===== src/rtl/muldiv_pkg.sv =====
// Shared encodings for the iterative multiply/divide unit: op codes, FSM states,
// iteration count and a magnitude helper.
package muldiv_pkg;

   localparam int XLEN = 32;
   localparam int ITER = 32;

   localparam logic [1:0] OP_MULT  = 2'b00;
   localparam logic [1:0] OP_MULTU = 2'b01;
   localparam logic [1:0] OP_DIV   = 2'b10;
   localparam logic [1:0] OP_DIVU  = 2'b11;

   typedef enum logic [1:0] {
      IDLE = 2'd0,
      RUN  = 2'd1,
      FIX  = 2'd2
   } state_t;

   // Two's-complement magnitude when neg is set, raw value otherwise.
   function automatic logic [XLEN-1:0] mag(input logic [XLEN-1:0] v, input logic neg);
      mag = neg ? (~v + 1'b1) : v;
   endfunction

endpackage


===== src/rtl/muldiv_signfix.sv =====
// Final result shaping: applies sign correction to the unsigned iteration result
// and substitutes the divide-by-zero result.
module muldiv_signfix
   import muldiv_pkg::*;
(
   input  logic            is_div,
   input  logic            neg_res,
   input  logic            neg_rem,
   input  logic            div_zero,
   input  logic [XLEN-1:0] a_orig,
   input  logic [63:0]     prod,
   input  logic [XLEN-1:0] quot,
   input  logic [XLEN-1:0] rem,
   output logic [XLEN-1:0] hi,
   output logic [XLEN-1:0] lo
);

   logic [63:0] prod_fix;

   always_comb begin
      prod_fix = neg_res ? (~prod + 64'd1) : prod;
      hi       = prod_fix[63:32];
      lo       = prod_fix[31:0];
      if (is_div) begin
         if (div_zero) begin
            lo = '1;
            hi = a_orig;
         end else begin
            lo = mag(quot, neg_res);
            hi = mag(rem, neg_rem);
         end
      end
   end

endmodule


===== src/rtl/muldiv_unit.sv =====
// Iterative 32-cycle MULT/MULTU/DIV/DIVU unit with HI/LO registers and MFHI/MFLO
// read mux; holds busy high for the pipeline to stall while an operation runs.
module muldiv_unit
   import muldiv_pkg::*;
(
   input  logic            clk,
   input  logic            rst,
   input  logic            start,
   input  logic [1:0]      op,
   input  logic [XLEN-1:0] a,
   input  logic [XLEN-1:0] b,
   input  logic            mthi,
   input  logic            mtlo,
   input  logic            sel_hi,
   output logic [XLEN-1:0] hilo_q,
   output logic            busy,
   output logic            done
);

   state_t          state_reg, state_next;
   logic [4:0]      count_reg;
   logic [63:0]     acc_reg;
   logic [XLEN-1:0] opnd_reg;
   logic [XLEN-1:0] rem_reg;
   logic [XLEN-1:0] a_orig_reg;
   logic            is_div_reg, neg_res_reg, neg_rem_reg, div_zero_reg;
   logic [XLEN-1:0] hi_reg, lo_reg;
   logic            done_reg;

   logic            is_signed, sign_a, sign_b;
   logic [XLEN-1:0] a_mag, b_mag;
   logic [32:0]     sum, shifted, diff;
   logic            ge;
   logic [XLEN-1:0] fix_hi, fix_lo;

   assign is_signed = ~op[0];
   assign sign_a    = is_signed & a[XLEN-1];
   assign sign_b    = is_signed & b[XLEN-1];
   assign a_mag     = mag(a, sign_a);
   assign b_mag     = mag(b, sign_b);

   // Multiply step: add multiplicand into the upper half when the current multiplier bit is set.
   assign sum     = {1'b0, acc_reg[63:32]} + (acc_reg[0] ? {1'b0, opnd_reg} : 33'd0);
   // Divide step: shift in the next dividend bit; a set bit 32 of shifted always fits the divisor.
   assign shifted = {rem_reg, acc_reg[31]};
   assign diff    = shifted - {1'b0, opnd_reg};
   assign ge      = shifted[32] | ~diff[32];

   always_ff @(posedge clk or posedge rst) begin
      if (rst) state_reg <= IDLE;
      else     state_reg <= state_next;
   end

   always_comb begin
      state_next = state_reg;
      case (state_reg)
         IDLE:    if (start) state_next = RUN;
         RUN:     if (count_reg == 5'(ITER - 1)) state_next = FIX;
         FIX:     state_next = IDLE;
         default: state_next = IDLE;
      endcase
   end

   always_comb begin
      busy = (state_reg != IDLE);
      done = done_reg;
   end

   muldiv_signfix u_signfix (
      .is_div   (is_div_reg),
      .neg_res  (neg_res_reg),
      .neg_rem  (neg_rem_reg),
      .div_zero (div_zero_reg),
      .a_orig   (a_orig_reg),
      .prod     (acc_reg),
      .quot     (acc_reg[31:0]),
      .rem      (rem_reg),
      .hi       (fix_hi),
      .lo       (fix_lo)
   );

   always_ff @(posedge clk or posedge rst) begin
      if (rst) begin
         count_reg    <= '0;
         acc_reg      <= '0;
         opnd_reg     <= '0;
         rem_reg      <= '0;
         a_orig_reg   <= '0;
         is_div_reg   <= 1'b0;
         neg_res_reg  <= 1'b0;
         neg_rem_reg  <= 1'b0;
         div_zero_reg <= 1'b0;
         hi_reg       <= '0;
         lo_reg       <= '0;
         done_reg     <= 1'b0;
      end else begin
         done_reg <= (state_reg == FIX);
         case (state_reg)
            IDLE: begin
               if (start) begin
                  count_reg    <= '0;
                  is_div_reg   <= op[1];
                  neg_res_reg  <= sign_a ^ sign_b;
                  neg_rem_reg  <= sign_a;
                  div_zero_reg <= (b == '0);
                  a_orig_reg   <= a;
                  rem_reg      <= '0;
                  if (op[1]) begin
                     acc_reg  <= {32'd0, a_mag};
                     opnd_reg <= b_mag;
                  end else begin
                     acc_reg  <= {32'd0, b_mag};
                     opnd_reg <= a_mag;
                  end
               end else begin
                  if (mthi) hi_reg <= a;
                  if (mtlo) lo_reg <= a;
               end
            end
            RUN: begin
               count_reg <= count_reg + 5'd1;
               if (is_div_reg) begin
                  acc_reg[31:0] <= {acc_reg[30:0], ge};
                  rem_reg       <= ge ? diff[31:0] : shifted[31:0];
               end else begin
                  acc_reg <= {sum, acc_reg[31:1]};
               end
            end
            FIX: begin
               hi_reg <= fix_hi;
               lo_reg <= fix_lo;
            end
            default: ;
         endcase
      end
   end

   assign hilo_q = sel_hi ? hi_reg : lo_reg;

endmodule

===== config.mk =====
export PLATFORM = sky130hd
export DESIGN_NAME = muldiv_unit
export DESIGN_NICKNAME = d
export VERILOG_FILES = /design/src/rtl/muldiv_pkg.sv /design/src/rtl/muldiv_signfix.sv /design/src/rtl/muldiv_unit.sv
export SDC_FILE = /design/constraint.sdc
export NUM_CORES = 1
export LEC_CHECK = 0
export CAP_MARGIN = 0
export CORE_ASPECT_RATIO = 0.7
export CORE_UTILIZATION = 50
export CTS_CLUSTER_DIAMETER = 100
export DETAILED_ROUTE_END_ITERATION = 8
export MAX_ROUTING_LAYER = met4
export PLACE_DENSITY = 0.74
export SETUP_SLACK_MARGIN = 0.5
export SLEW_MARGIN = 15
export SYNTH_ARGS = -nofsm -noshare
export SYNTH_HDL_FRONTEND = slang
export SYNTH_SLANG_ARGS = --single-unit

===== constraint.sdc =====
create_clock -name clk -period 22.5 [get_ports clk]
set_clock_uncertainty 0.2 [all_clocks]
set_input_delay 4.5 -clock clk [delete_from_list [all_inputs] [get_ports clk]]
set_output_delay 4.5 -clock clk [all_outputs]
set_load 0.005 [all_outputs]

==> flow_metrics.py <==
metrics = {
    "setup_path": {
        "critPathTopFamily": "buffers and inverters",
        "cp_slowest_cell": "clkdlybuf4s50_1",
        "crit_path_frequent_cell": "clkdlybuf4s50_1",
        "rrSetupSlack_ps": 17800,
        "r2r-end": "acc_reg[57]",
        "slowest_delay_ps": 460,
        "required_ps": 17800,
        "crit_path_end_kind": "primary output",
        "path_buf_inv": 3,
        "arrival_ps": 6210,
        "worstReg2RegStart": "acc_reg[0]",
        "rr_worst_depth": 13,
        "worstSetupPathType": "input port to primary output",
        "path_max_fanout": 32,
        "critPathLaunchType": "input port",
        "path_cells": "clkdlybuf4s50_1 > buf_4 > mux2_2 > clkdlybuf4s50_1",
    },
    "finish": {
        "fin_cells": 2726,
        "drive_above_1_share": 0.0604,
        "largest_reg_flops": 64,
        "nets": 2378,
        "design_area_mm2": 0.0203,
        "fin_util": 0.577,
        "area_growth_syn_to_layout_pct": 12.4,
    },
    "place": {
        "place_ws_ps": 11600,
        "place_area_mm2": 0.0193,
        "place_congestion": 1.02,
        "place_hpwl_mm": 50.6,
        "dp.cells": 2678,
        "io_buffers": 105,
    },
    "route": {
        "vias_per_cell": 6.57,
        "vias": 17900,
        "final_antenna_net_count": 0,
        "drt_iter0_markers": 2488,
        "drc": 0,
        "wirelength_mm": 68.0,
        "firstDrtPassIters": 7,
        "routedWlPerCell_um": 24.9,
    },
    "synthesis": {
        "synth_cells": 2231,
        "syn_avg_cell_area_um2": 8.08,
        "ys_seq_area_frac": 0.328,
        "synth-seq-cells": 236,
        "synth-edff-count": 0,
        "yosysMostFrequentCell": "nand2_1",
        "yosysTopAreaCell": "dfrtp_1",
        "synth_fp_nets": 2375,
        "synthFlopType": "dfrtp_1",
        "yosys.area.top_type_share": 0.328,
        "syn_area_mm2": 0.0180,
        "ys_types": 74,
        "synth_area_leaders": "dfrtp_1 33%, nand2_1 6.9%, o21ai_0 6.4%, xnor2_1 5.0%, ha_1 4.9%",
        "synthTopCellsByCount": "332 x nand2_1, 236 x dfrtp_1, 231 x o21ai_0",
        "synth-async-reset-ratio": 1.00,
        "yosysWarnings": 0,
    },
    "hold_path": {
        "min_path_type": "register to register",
        "hold_start": "a_orig_reg[22]",
        "whs_endpoint": "a_orig_reg[22]",
        "holdPathStages": 2,
    },
    "clock_tree": {
        "cts_root_buffer": "clkbuf_16",
        "cts_tree": "yes",
        "cts.reportedPaths.clkPinSlew_ps": 60,
        "clock_latency_ps": 570,
        "hold_buffers": 0,
        "clock_sinks": 236,
        "htreeDepth": 1,
        "clk_path_buf_depth": 3,
        "cts_resized": 0,
        "post_cts_buffers": 0,
        "cts_buffers": 26,
    },
    "flow_run": {
        "max_cap_viol_count": 0,
    },
    "global_route": {
        "grt_pass1_wl_mm": 102,
        "grt.overflow.total": 0,
        "first_global_vias": 16400,
        "grt_max_degree": 107,
        "grt_usage": 0.375,
        "antenna_found_initial": 1,
    },
    "die": {
        "start_util": 0.514,
        "ioPinCount": 106,
        "fp.dieH_um": 161,
        "core-area_mm2": 0.0351,
        "die-area_mm2": 0.0368,
        "std_cell_rows": 57,
        "die_w_um": 229,
    },
    "timing": {
        "fin_crit_sh": 0.485,
        "finalSetupViolations": 0,
        "fin_ws_ps": 11590,
        "rsz0062_at_grt": "false",
        "worst_pin_slew_ps": 1200,
        "max_freq_ghz": 0.0916,
        "layout_min_cycle_time_ps": 10910,
        "whs_ps": 276,
        "maxSlewViolCount": 0,
        "finalSetupTns_ps": 0,
        "relSlewSlack": 0.200,
        "hold_viol_final": 0,
    },
    "status": {
        "status": "finished clean",
    },
    "power_and_ir_drop": {
        "power.density_mw_per_mm2": 162,
        "total_power_mw": 3.29,
        "ir_drop_mv": 0.114,
        "p_leak_nw": 8.46,
    },
}
-- routing by layer --
layer	vias to the layer above	global-route usage	share of wire
li1	8035	-	-
met4	0	0.116	0.036
met3	156	0.115	0.14
met1	8626	0.537	0.43
met2	1093	0.497	0.39
met5	-	-	0
-- where the power goes --
group          switching [mW]  internal, mW
sequential              0.279         0.635
combinational            1.11         0.774
clock                   0.194         0.295
total                    1.58          1.70
-- cell families (layout without fill, tap and decap cells) --
logic type,after synthesis,in the layout,share of synthesized area
and+or+nand+nor,716,716,0.181
AOI/OAI and AO/OA,693,693,0.243
DFF,236,236,0.328
buffers and inverters,224,246,0.0471
xor gates and xnor gates,200,200,0.0972
muxes,90,90,0.0525
adders and majority gates,72,72,0.0508
other,0,1,0
-- worst max-delay path by stage --
stage | start | endpoint | depth (start not counted)
final | sel_hi | hilo_q[27] | 4
after global routing | sel_hi | hilo_q[15] | 4
after CTS | sel_hi | hilo_q[15] | 4
after detailed placement | sel_hi | hilo_q[15] | 4
after global placement | sel_hi | hilo_q[30] | 4
after floorplan | rst | a_orig_reg[0] | 1
-- worst register-to-register path, cell delays in order (launching register included) --
cell and delay (ps):
dfrtp_1 780, and2_1 300, ha_1 260, inv_1 70
fa_1 410, nand2b_1 200, a211oi_1 560, o32ai_1 240
o211ai_1 520, a2111oi_0 220, o41ai_1 410, a21oi_1 130
xor2_1 150, o21ai_0 160
-- layout by cell type (no fill, tap or decap), drive strengths merged, types with 38 or more instances in the layout --
master / Yosys / layout
ha: 70 / 70
nand2: 332 / 332
nor2: 153 / 153
mux2i: 54 / 54
clkdlybuf4s50: 0 / 104
xnor2: 102 / 102
a211oi: 38 / 38
o31ai: 38 / 38
o21ai: 232 / 232
dfrtp: 236 / 236
xor2: 98 / 98
a21oi: 136 / 136
inv: 74 / 75
-- cell type report --
class | instances | area, µm²
timing repair buffer | 125 | 1200
antenna | 1 | 2.50
inverter | 74 | 285
clock buffer | 34 | 762
tap | 472 | 591
fill | 3161 | 14800
clock inverter | 13 | 198
sequential | 236 | 5910
multi-input combinational | 1771 | 11300
Note: power is estimated with default switching activity, not from simulation.
